==> config.mk <==
export PLATFORM = sky130hd
export DESIGN_NAME = ether_gmii_rx_flat
export DESIGN_NICKNAME = d
export VERILOG_FILES = /design/src/rtl/ether_pkg.sv /design/src/rtl/ether_gmii_rx_if.sv /design/src/rtl/ether_crc32.sv /design/src/rtl/ether_gmii_rx.sv /design/src/flat_wrapper.sv
export SDC_FILE = /design/constraint.sdc
export NUM_CORES = 1
export LEC_CHECK = 0
export BUFFER_PORTS_ARGS = -buffer_cell sky130_fd_sc_hd__buf_4
export CAP_MARGIN = 20
export CORE_MARGIN = 3
export CORE_UTILIZATION = 45
export DETAILED_ROUTE_END_ITERATION = 10
export SLEW_MARGIN = 30
export SYNTH_ARGS = -nofsm -noshare
export SYNTH_HDL_FRONTEND = slang
export SYNTH_SLANG_ARGS = --single-unit
==> constraint.sdc <==
create_clock -name clk_125 -period 3.4 [get_ports clk_125]
set_input_delay 0.34 -clock clk_125 [delete_from_list [all_inputs] [get_ports clk_125]]
set_output_delay 0.34 -clock clk_125 [all_outputs]
set_load 0.01 [all_outputs]
==> src/rtl/ether_pkg.sv <==
// ether_pkg: shared Ethernet constants, receive FSM states and out_err bit indices
package ether_pkg;
    localparam logic [7:0] ETH_PREAMBLE = 8'h55;
    localparam logic [7:0] ETH_SFD = 8'hD5;
    localparam logic [31:0] CRC_POLY = 32'hEDB88320;
    localparam logic [31:0] CRC_INIT = 32'hFFFFFFFF;
    localparam logic [31:0] CRC_RESIDUE = 32'hDEBB20E3;
    localparam int ERR_CRC = 0;
    localparam int ERR_PHY = 1;
    localparam int ERR_RUNT = 2;
    localparam int ERR_LONG = 3;
    typedef enum logic [1:0] {IDLE, PREAMBLE, PAYLOAD, DROP} rx_state_t;
endpackage

==> src/rtl/ether_gmii_rx_if.sv <==
// ether_gmii_rx_if: received frame byte stream; out_valid/out_data/out_sof/out_eof plus out_good/out_err status on eof
interface ether_gmii_rx_if;
    import ether_pkg::*;
    logic out_valid;
    logic [7:0] out_data;
    logic out_sof;
    logic out_eof;
    logic out_good;
    logic [3:0] out_err;
    modport master (output out_valid, out_data, out_sof, out_eof, out_good, out_err);
    modport slave (input out_valid, out_data, out_sof, out_eof, out_good, out_err);
endinterface

==> src/rtl/ether_crc32.sv <==
// ether_crc32: combinational one-byte step of reflected CRC-32; crc_in + data -> crc_out
module ether_crc32
    import ether_pkg::*;
(
    input  logic [31:0] crc_in,
    input  logic [7:0]  data,
    output logic [31:0] crc_out
);
    always_comb begin
        crc_out = crc_in ^ {24'd0, data};
        for (int i = 0; i < 8; i++) crc_out = crc_out[0] ? (crc_out >> 1) ^ CRC_POLY : crc_out >> 1;
    end
endmodule

==> src/rtl/ether_gmii_rx.sv <==
// ether_gmii_rx: GMII rx framer; clk_125/rst, phy_dv/phy_er/phy_data in, frame bytes + status on rx, saturating frame_cnt/err_cnt
module ether_gmii_rx
    import ether_pkg::*;
#(
    parameter int MIN_LEN = 64,
    parameter int MAX_LEN = 1522,
    parameter int CNT_W = 16
) (
    input  logic             clk_125,
    input  logic             rst,
    input  logic             phy_dv,
    input  logic             phy_er,
    input  logic [7:0]       phy_data,
    ether_gmii_rx_if.master  rx,
    output logic [CNT_W-1:0] frame_cnt,
    output logic [CNT_W-1:0] err_cnt
);
    localparam logic [10:0] MIN_L = 11'(MIN_LEN);
    localparam logic [10:0] MAX_L = 11'(MAX_LEN);
    rx_state_t state;
    logic dv_q, er_q, hold_full, sof_pend, phy_err, good_end;
    logic [7:0] data_q, hold;
    logic [10:0] len;
    logic [31:0] crc, crc_next;
    logic [3:0] err_end, err_long;
    ether_crc32 u_crc (.crc_in(crc), .data(data_q), .crc_out(crc_next));
    always_comb begin
        err_end = '0;
        err_long = '0;
        err_end[ERR_CRC] = crc != CRC_RESIDUE;
        err_end[ERR_PHY] = phy_err;
        err_end[ERR_RUNT] = len < MIN_L;
        err_long[ERR_PHY] = phy_err | er_q;
        err_long[ERR_LONG] = 1'b1;
        good_end = hold_full && err_end == '0;
    end
    always_ff @(posedge clk_125) begin
        rx.out_valid <= 1'b0;
        rx.out_sof <= 1'b0;
        rx.out_eof <= 1'b0;
        rx.out_good <= 1'b0;
        rx.out_err <= '0;
        if (rst) begin
            {dv_q, er_q, data_q} <= '0;
            state <= IDLE;
            crc <= CRC_INIT;
            len <= '0;
            hold <= '0;
            hold_full <= 1'b0;
            sof_pend <= 1'b0;
            phy_err <= 1'b0;
            rx.out_data <= '0;
            frame_cnt <= '0;
            err_cnt <= '0;
        end else begin
            {dv_q, er_q, data_q} <= {phy_dv, phy_er, phy_data};
            case (state)
                IDLE: if (dv_q) state <= data_q == ETH_PREAMBLE ? PREAMBLE : DROP;
                PREAMBLE: begin
                    state <= !dv_q ? IDLE : data_q == ETH_PREAMBLE ? PREAMBLE : data_q == ETH_SFD ? PAYLOAD : DROP;
                    crc <= CRC_INIT;
                    len <= '0;
                    phy_err <= 1'b0;
                    hold_full <= 1'b0;
                    sof_pend <= 1'b1;
                end
                PAYLOAD: if (!dv_q) begin
                    state <= IDLE;
                    hold_full <= 1'b0;
                    rx.out_valid <= hold_full;
                    rx.out_data <= hold;
                    rx.out_sof <= hold_full & sof_pend;
                    rx.out_eof <= hold_full;
                    rx.out_good <= good_end;
                    rx.out_err <= hold_full ? err_end : '0;
                    frame_cnt <= frame_cnt + CNT_W'(good_end && ~&frame_cnt);
                    err_cnt <= err_cnt + CNT_W'(!good_end && ~&err_cnt);
                end else if (len == MAX_L) begin
                    state <= DROP;
                    hold_full <= 1'b0;
                    rx.out_valid <= 1'b1;
                    rx.out_data <= hold;
                    rx.out_sof <= sof_pend;
                    rx.out_eof <= 1'b1;
                    rx.out_err <= err_long;
                    err_cnt <= err_cnt + CNT_W'(~&err_cnt);
                end else begin
                    crc <= crc_next;
                    len <= len == '1 ? len : len + 1'b1;
                    hold <= data_q;
                    hold_full <= 1'b1;
                    phy_err <= phy_err | er_q;
                    rx.out_valid <= hold_full;
                    rx.out_data <= hold;
                    rx.out_sof <= hold_full & sof_pend;
                    if (hold_full) sof_pend <= 1'b0;
                end
                DROP: if (!dv_q) state <= IDLE;
            endcase
        end
    end
endmodule

==> src/flat_wrapper.sv <==
// flat-port wrapper written by rule: the top's interface ports become plain ports
module ether_gmii_rx_flat import ether_pkg::*;
#(
    parameter int MIN_LEN = 64,
    parameter int MAX_LEN = 1522,
    parameter int CNT_W = 16
)
  (clk_125, rst, phy_dv, phy_er, phy_data, frame_cnt, err_cnt, rx_out_valid, rx_out_data, rx_out_sof, rx_out_eof, rx_out_good, rx_out_err);
  ether_gmii_rx_if rx_i ();
  input  logic clk_125;
  input  logic rst;
  input  logic phy_dv;
  input  logic phy_er;
  input  logic [7:0] phy_data;
  output logic [CNT_W-1:0] frame_cnt;
  output logic [CNT_W-1:0] err_cnt;
  output wire logic [$bits(rx_i.out_valid)-1:0] rx_out_valid;
  output wire logic [$bits(rx_i.out_data)-1:0] rx_out_data;
  output wire logic [$bits(rx_i.out_sof)-1:0] rx_out_sof;
  output wire logic [$bits(rx_i.out_eof)-1:0] rx_out_eof;
  output wire logic [$bits(rx_i.out_good)-1:0] rx_out_good;
  output wire logic [$bits(rx_i.out_err)-1:0] rx_out_err;
  assign rx_out_valid = rx_i.out_valid;
  assign rx_out_data = rx_i.out_data;
  assign rx_out_sof = rx_i.out_sof;
  assign rx_out_eof = rx_i.out_eof;
  assign rx_out_good = rx_i.out_good;
  assign rx_out_err = rx_i.out_err;
  ether_gmii_rx #(.MIN_LEN(MIN_LEN), .MAX_LEN(MAX_LEN), .CNT_W(CNT_W)) u_core (.clk_125(clk_125), .rst(rst), .phy_dv(phy_dv), .phy_er(phy_er), .phy_data(phy_data), .rx(rx_i), .frame_cnt(frame_cnt), .err_cnt(err_cnt));
endmodule
**Word-level counts from Yosys, hierarchy flattened**

Cells that the tools add are included.

- Memory bits (read-only): 0
- Bits in registers: 114
- Bits of input ports: 12
- Word-level logic and storage cells: 118
- Latch bits: 0
- Memories kept: 0
- Output and inout bits: 48
- RAM bits: 0

- Bitwise gates (word level): 14
- Shift operators: 0
- Add/subtract/negate cells: 4
- Multipliers: 0
- Reductions and logical operators: 20
- Divide/modulo/power cells: 0
- $lt $le $gt $ge: 1
- Equal/unequal tests: 16
- Multiplexer cells: 45

Operators with widths:

| cell | number |
|---|---|
| 32-bit two-way mux | 10 |
| 13-bit inverter with 14-bit output | 8 |
| 32-bit one-hot mux with 2 select lines | 1 |
| 16-bit by 1-bit adder with 16-bit output | 3 |
| 11-bit two-way mux | 3 |
| 16-bit two-way mux | 2 |
| 32-bit != test (second input constant) | 1 |
| 16-bit AND reduction | 2 |
| 32-bit by 8-bit bitwise XOR with 32-bit output | 1 |
| 11-bit equality test (second input constant) | 2 |
| 11-bit one-hot mux with 2 select lines | 1 |
| 1-bit two-way mux | 14 |
| 2-bit two-way mux | 7 |
| 11-bit by 1-bit adder with 11-bit output (second input constant) | 1 |
| 11-bit by 7-bit less-than comparator with 1-bit output (second input constant) | 1 |
| 3-bit AND reduction | 3 |
| 8-bit by 7-bit equality test with 1-bit output (second input constant) | 1 |
| 8-bit equality test (second input constant) | 1 |
| 4-bit two-way mux | 2 |
| 2-bit != test (second input constant) | 4 |
| 2-bit one-hot mux with 4 select lines | 1 |
| 4-bit AND reduction | 2 |
| 2-bit by 1-bit != test with 1-bit output (second input constant) | 3 |
| 1-bit one-hot mux with 2 select lines | 3 |
| other kinds (15) | 23 |

**Depth between registers and ports, before layout**

Gate-level depths: netlist of the first run.

- Depth after elaboration: 20
- Gate-level depth with buffers: 11
- Gate-level depth less buffers: 11

**Hierarchy**

Synthesis of the first run repeated with hierarchy kept, for this count alone.

- Cell total of the unflattened synthesis: 566
- Area, all modules: 5711.7 µm²

By module, submodules not included:

| module | cells each | instances | area an instance (µm²) | sequential area each (µm²) |
|---|---|---|---|---|
| ether_gmii_rx | 504 | 1 | 4824.6 | 2282.2 |
| ether_crc32 | 62 | 1 | 887.1 | 0.0 |

**Least setup slack after synthesis of the first run**

No wires, ideal clock.

- Kind: reg-to-reg
- Start point: register u_core.crc[2]
- End point: register u_core.err_cnt[8]
- Stages on the path, launching flop included: 12
- Library setup time: 0.128 ns
- Required time: 3.272 ns
- Data arrival time: 2.769 ns
- Path buffers: 0
- Clock period less this slack: 2.896 ns
- Slack: 0.504 ns
- Path through: dfxtp_1 > or4b_1 > nor4_1 > nand4_1 > or3_1 > o31a_1 > ha_1 > ha_1 > and3_1 > nand4_1 > xor2_1 > nor2_1

- Word-level cells in the longest chain between the ends: 7

RTL lines:

| item | RTL line | source |
|---|---|---|
| start: declaration | ether_gmii_rx.sv:24 | `logic [31:0] crc, crc_next;` |
| start signal: assignment | ether_gmii_rx.sv:88 | `crc <= crc_next;` |
| 32-bit != test | ether_gmii_rx.sv:30 | `err_end[ERR_CRC] = crc != CRC_RESIDUE;` |
| 3-bit logical NOT | ether_gmii_rx.sv:35 | `good_end = hold_full && err_end == '0;` |
| 1-bit logical AND | ether_gmii_rx.sv:35 |  |
| 1-bit logical NOT | ether_gmii_rx.sv:77 | `err_cnt <= err_cnt + CNT_W'(!good_end && ~&err_cnt);` |
| 1-bit logical AND | ether_gmii_rx.sv:77 |  |
| 16-bit by 1-bit adder with 16-bit output | ether_gmii_rx.sv:77 |  |
| 16-bit two-way mux | ether_gmii_rx.sv:67 | `PAYLOAD: if (!dv_q) begin` |
| end signal: assignment | ether_gmii_rx.sv:77 |  |
| end signal: assignment | ether_gmii_rx.sv:86 | `err_cnt <= err_cnt + CNT_W'(~&err_cnt);` |
| end: declaration | ether_gmii_rx.sv:16 | `output logic [CNT_W-1:0] err_cnt` |

No other way between the ends.
A chain may end at the register's enable or synchronous reset.

**Worst setup path in the final report of the first run**

- Start point: register u_core.crc[3]
- End point: register u_core.err_cnt[8]

The elaborated chain is that of the path after synthesis.

==> run_results.csv, run 1 <==
group,metric,value,unit
logic_synthesis,syn-cell-area,0.00566,mm2
critical_path,worstSetupPathType,"reg2reg",
power,clockPowerShare,36.5,%
logic_synthesis,synth_compound_area_share,11.5,%
global_route,grtUsageTotal,19.7,%
place,gp_congestion,0.829,
routing,drt_wl_total,13300,um
floorplan,die_x,118,um
timing,setup_viol,0,
logic_synthesis,synth_top_area_cell,"dfxtp_1",
critical_path,cp-start-kind,"flop",
logic_synthesis,synthTopCellsByArea,"dfxtp_1 40%, xnor2_1 7.0%, xnor3_1 4.4%, nor2_1 4.0%, a21oi_1 3.3%",
logic_synthesis,syn_inst,596,
floorplan,die_h,118,um
place,dp.final_hpwl,9150,um
routing,via_per_inst,5.24,
routing,drt-initial-drc-count,221,
routing,num_vias,4393,
power,peakVddDrop,0.000447,V
logic_synthesis,synth_top_area_share,40.3,%
logic_synthesis,synthXorXnorAreaFrac,18.3,%
logic_synthesis,synth_edf_count,0,
timing,fin_crit,3.21,ns
timing,fin_crit_sh,94.3,%
layout,drive_gt1_share,17.4,%
critical_path,arrival,3.50,ns
floorplan,die_area,0.0140,mm2
clock_tree,numCtsBuffers,17,
logic_synthesis,synth_adder_area_share,2.43,%
clock_tree,htreeDepth,4,
critical_path,cp_data_required_time,3.69,ns
clock_tree,clockBufferDepth,2,
timing,finalHoldViolCount,0,
timing,finalSetupTns,0,ns
global_route,grt_start_max_net_pins,63,
routing,routedWlPerCell,15.9,um
power,power_density,694,mW/mm2
timing,maxSlewViolCount,0,
routing,drc,0,
power,p_leak,2.71,nW
logic_synthesis,synth_common_cells,"114 x dfxtp_1, 61 x nor2_1, 45 x xnor2_1, 37 x a21oi_1, 22 x nand2_1",
global_route,grt_pass1_wl,22100,um
layout,seq_area,0.00228,mm2
logic_synthesis,synth_most_common_cell,"dfxtp_1",
power,intPower,0.00325,W
clock_tree,clkLatencyLatePin,0.41,ns
place,dp.cells,805,
place,port_buffers,59,
status,outcome,"complete, no violations",
routing,first_pass_iters,4,
timing,skew,0.00715,ns
clock_tree,path_clk_slew,0.05,ns
power,seqPwrFrac,31.7,%
clock_tree,ctsHoldBuffers,0,
logic_synthesis,synthesis.nets,619,
timing,fmax,312,MHz
logic_synthesis,ys_warn_count,0,
routing,ant_nets,0,
floorplan,fp.coreArea,0.0122,mm2
floorplan,initial_utilization,46.6,%
layout,diodes,0,
timing,worst_slew_pin_slew,0.795,ns
clock_tree,cts_tree,"built",
layout,syn_to_final_growth,21.8,%
layout,stdcell_count,839,
logic_synthesis,postSynthAreaPerCell,9.50,um2
logic_synthesis,ys.flop_type,"dfxtp_1",
job,cap_violations,0,
global_route,grt_overflow,0,
critical_path,crit_path_end_kind,"flop",
power,swShare,32.2,%
min_path,min_path_type,"in2reg",
clock_tree,cts.sinks,114,
logic_synthesis,yosys_register_bits,114,
floorplan,rows,40,
timing,slew_headroom,46.9,%
layout,nets,681,
layout,multi_input_area,0.00323,mm2
global_route,antenna_found_initial,0,
power,power.switching,0.00154,W
logic_synthesis,synth_top_family_by_area,"simple AND/OR/NAND/NOR gates",
logic_synthesis,synthMuxAreaShare,3.18,%
logic_synthesis,ys_types,54,
global_route,grt_pass1_vias,4352,
critical_path,r2r_setup_slack,0.19,ns
layout,nFillCells,1097,
logic_synthesis,synthSimpleGateAreaFrac,21.0,%
clock_tree,root_buffer,"clkbuf_16",
critical_path,cp_max_fo,4,
logic_synthesis,ys_seq_area_share,40.3,%
floorplan,io_pins,60,
power,comb_power_share,31.8,%
logic_synthesis,async_flop_share,0,%
registers in the layout (all words and copies together), names as in the netlist, 2 cells and up:
register            cells
u_core.rx.out_data      8
u_core.crc             32
u_core.err_cnt         16
u_core.state            2
u_core.len             11
u_core.hold             8
u_core.rx.out_err       4
u_core.frame_cnt       16
u_core.data_q           8
metal layers:
layer  global-route usage [%]  vias up  routed length [um]
met5                        0        -                   0
met4                     6.59        0                 162
met3                     5.98       14                 637
met2                     30.4       92                6040
met1                     26.2     2061                6480
li1                         -     2226                   -
final timing paths:
path / from / to / cells after the start
setup / recovery: u_core.crc[3] / u_core.err_cnt[8] / 11
hold / removal: phy_data[5] / u_core.data_q[5] / 2
setup reg to reg: u_core.crc[3] / u_core.err_cnt[8] / 11
hold reg to reg: u_core.sof_pend / u_core.rx.out_sof / 1
area by class of cell:
class	instances	area share [%]
Multi-Input combinational cell	436	46.8
Sequential cell	114	33.1
Timing Repair Buffer	70	7.62
Clock buffer	24	6.98
Tap cell	168	3.05
Clock inverter	8	1.49
Inverter	19	1.03
power by group through the flow:
stage               registers, W  logic, W  clock network [W]
floorplan                0.00152   0.00123                  0
global placement         0.00154   0.00151                  0
detailed placement       0.00155   0.00152                  0
CTS                      0.00152   0.00152            0.00179
global route             0.00153   0.00168            0.00185
finish                   0.00152   0.00152            0.00175
cell families after synthesis:
family | after synthesis
buf+inv | 46
simple gates | 219
xor+xnor | 85
flops | 114
mux | 18
compound gates | 103
fa+ha+maj | 11
worst max-delay path, cell delays in order (launching register included):
cell	delay, ns
dfxtp_1	0.34
or4b_1	0.54
nor4_2	0.27
nand4_1	0.18
or3_4	0.45
o31a_1	0.25
ha_1	0.21
ha_1	0.20
and3_1	0.23
nand4_1	0.16
xor2_1	0.19
nor2_1	0.06
per-stage QoR:
step	total power (W)	hold slack, ns	util [%]	setup slack (ns)	cell area [um2]
finish	0.00479	0.135	56.7	0.192	6900
global route	0.00506	0.130	56.7	-0.0244	6900
CTS	0.00483	0.114	56.4	0.0317	6860
detailed placement	0.00306	0.453	51.6	0.0594	6270
global placement	0.00305	0.446	51.6	0.230	6270
floorplan	0.00275	0.430	-	0.504	5660
timing repair:
| item | CTS | global route |
|---|---|---|
| buffers inserted | 0 | 2 |
| gates resized for setup | 0 | 5 |
| setup endpoints to repair | 0 | 17 |
cells in the final DEF (no fill, tap or decap), types with 10 or more instances in the layout:
master	netlist	final
a21oi_1	37	37
buf_4	1	70
clkbuf_16	0	17
dfxtp_1	114	114
ha_1	11	10
inv_1	19	19
mux2i_1	18	18
nand2_1	22	22
nand2b_1	21	21
nand3_1	14	13
nand4_1	17	17
nor2_1	61	61
nor2b_1	13	13
nor3_1	13	12
o21ai_0	15	15
o22ai_1	16	16
or3_1	11	10
xnor2_1	45	45
xnor3_1	11	11
xor2_1	17	17
No activity file was read; power rests on OpenSTA's default activity.
==> inputs of run 2 (changes only) <==
CELL_PAD_IN_SITES_DETAIL_PLACEMENT = 1   (was unset)
CELL_PAD_IN_SITES_GLOBAL_PLACEMENT = 2   (was unset)
CORE_UTILIZATION = 37   (was 45)
CTS_BUF_LIST = sky130_fd_sc_hd__clkbuf_4 sky130_fd_sc_hd__clkbuf_8 sky130_fd_sc_hd__clkbuf_16   (was unset)
PLACE_DENSITY_LB_ADDON = 0.1   (was unset)
==> run 2 against run 1 <==
  * Fmax shrank 0.19%
  * First-iteration DRC count rose by 5.0%
  * Worst hold slack better by 0.00093 ns
  * Clock skew is 0.0014 ns lower
  * Final area rose by 0.96%
  * Count of clock-buffer cells in the layout is 2 lower
  * Die area is 20% higher
  * Wire length increased by 13%
  * Sequential share of layout area down 0.31 points
  * Combinational power increased by 4%
  * Non-clock buffer count down 2
==> run_results.csv, run 2 (synthesis results as in run 1) <==
group,metric,value,unit
timing,finalSetupTns,0,ns
layout,nFillCells,1654,
routing,ant_nets,0,
critical_path,r2r_setup_slack,0.19,ns
global_route,grt_overflow,0,
clock_tree,root_buffer,"clkbuf_16",
routing,routedWlPerCell,17.8,um
critical_path,cp-start-kind,"flop",
power,p_leak,2.74,nW
global_route,grt_pass1_vias,4767,
critical_path,crit_path_end_kind,"flop",
global_route,grt-busiest-layer,"met2",
global_route,grt_start_max_net_pins,53,
timing,grt_setup_unrepaired,"no",
power,power_density,724,mW/mm2
layout,drive_gt1_share,17.7,%
power,p_total,0.00504,W
critical_path,worstSetupPathType,"reg2reg",
timing,worst_slew_pin_slew,0.761,ns
global_route,grt_util_met2,30.5,%
timing,skew,0.00577,ns
clock_tree,clockBufferDepth,2,
status,outcome,"complete, no violations",
layout,top_register,"u_core.crc",
timing,maxSlewViolCount,0,
floorplan,rows,44,
clock_tree,numCtsBuffers,17,
layout,diodes,0,
routing,drt-initial-drc-count,232,
place,dp.final_hpwl,10600,um
routing,drc,0,
timing,worst_slack,0.186,ns
critical_path,cp_max_fo,4,
floorplan,io_pins,60,
clock_tree,cts.sinks,114,
global_route,use_met3,5.03,%
place,pre_cts_ws,0.0668,ns
layout,final_cell_mix,"114 x dfxtp_1, 68 x buf_4, 61 x nor2_1",
timing,slew_headroom,49.0,%
timing,fmax,311,MHz
routing,num_vias,4531,
layout,mostFrequentLayoutCell,"dfxtp_1",
critical_path,cp_data_required_time,3.69,ns
clock_tree,htreeDepth,4,
clock_tree,cts_tree,"built",
floorplan,initial_utilization,38.4,%
layout,nets,679,
floorplan,die_area,0.0168,mm2
power,peakVddDrop,0.000405,V
layout,syn_to_final_growth,23.0,%
routing,first_pass_iters,4,
floorplan,fp.coreArea,0.0148,mm2
timing,fin_crit,3.21,ns
job,cap_violations,0,
timing,setup_viol,0,
clock_tree,path_clk_slew,0.05,ns
timing,finalHoldViolCount,0,
layout,final_core_util,47.2,%
global_route,antenna_found_initial,0,
critical_path,arrival,3.50,ns
routing,drt_wl_total,15100,um
clock_tree,clkLatencyLatePin,0.42,ns
global_route,grt_pass1_wl,25100,um
global_route,grtUsageTotal,19.1,%
min_path,min_path_type,"in2reg",
place,gp_congestion,0.780,
timing,fin_crit_sh,94.5,%
layout,largestRegisters,"u_core.crc (32), u_core.err_cnt (16), u_core.frame_cnt (16)",
floorplan,die_h,130,um
place,port_buffers,59,
routing,via_per_inst,5.32,
layout,largest_reg_flops,32,
floorplan,die_x,130,um
global_route,use_met1,25.7,%
clock_tree,ctsHoldBuffers,0,
==> run 2: cell count changes in the layout (fill, tap and decap cells not counted), sizes merged <==
cell,change
bufinv,+2
clkinvlp,-1
clkbuf,-2
buf,-2
==> run 2: repair_timing <==
item | CTS | global route
setup endpoints to repair | 0 | 15
resized for setup | 0 | 5
buffers inserted | 0 | 1
==> run 2: critical path, stage by stage, from the launching register on <==
cell and delay [ns]:
dfxtp_1 0.35, or4b_1 0.56, nor4_2 0.27, nand4_1 0.18
or3_4 0.43, o31a_1 0.25, ha_1 0.22, ha_1 0.20
and3_1 0.23, nand4_1 0.17, xor2_1 0.17, nor2_1 0.05
==> run 2: where the power goes <==
part | leakage, nW | internal [W] | switching, W | total, W
registers | 0.925 | 0.00143 | 0.0000928 | 0.00152
logic | 1.50 | 0.000696 | 0.000883 | 0.00158
clock network | 0.318 | 0.00132 | 0.000627 | 0.00194
total | 2.74 | 0.00344 | 0.00160 | 0.00504
==> run 2: metrics by stage <==
step	hold slack, ns	instances	area (um2)
2_1_floorplan	0.430	596	5660
3_3_place_gp	0.449	820	6280
3_5_place_dp	0.456	820	6280
4_1_cts	0.123	851	6930
5_1_grt	0.118	852	6970
6_report	0.136	852	6970
==> run 2: worst paths after layout <==
check,end,startpoint,cells past startpoint
worst max register to register,u_core.err_cnt[8],u_core.crc[3],11
worst max-delay path,u_core.err_cnt[8],u_core.crc[3],11
worst min register to register,u_core.rx.out_sof,u_core.sof_pend,1
worst min-delay path,u_core.data_q[1],phy_data[1],2
==> run 2: routing by layer <==
metal / share of wire, % / up-vias / wire [um]
met5: 0 / - / 0
met4: 1.3 / 0 / 197
met3: 3.2 / 22 / 491
met2: 47 / 57 / 7090
met1: 49 / 2229 / 7350
li1: - / 2223 / -
==> run 2: area by class of cell <==
type	count	area [um2]	area share, %
well taps	184	230	3.31
clock inverters	9	151	2.17
inverters	19	71.3	1.02
flip-flops and latches	114	2280	32.8
repair buffers	68	510	7.33
multi-input cells	436	3230	46.3
clock buffers	22	494	7.10
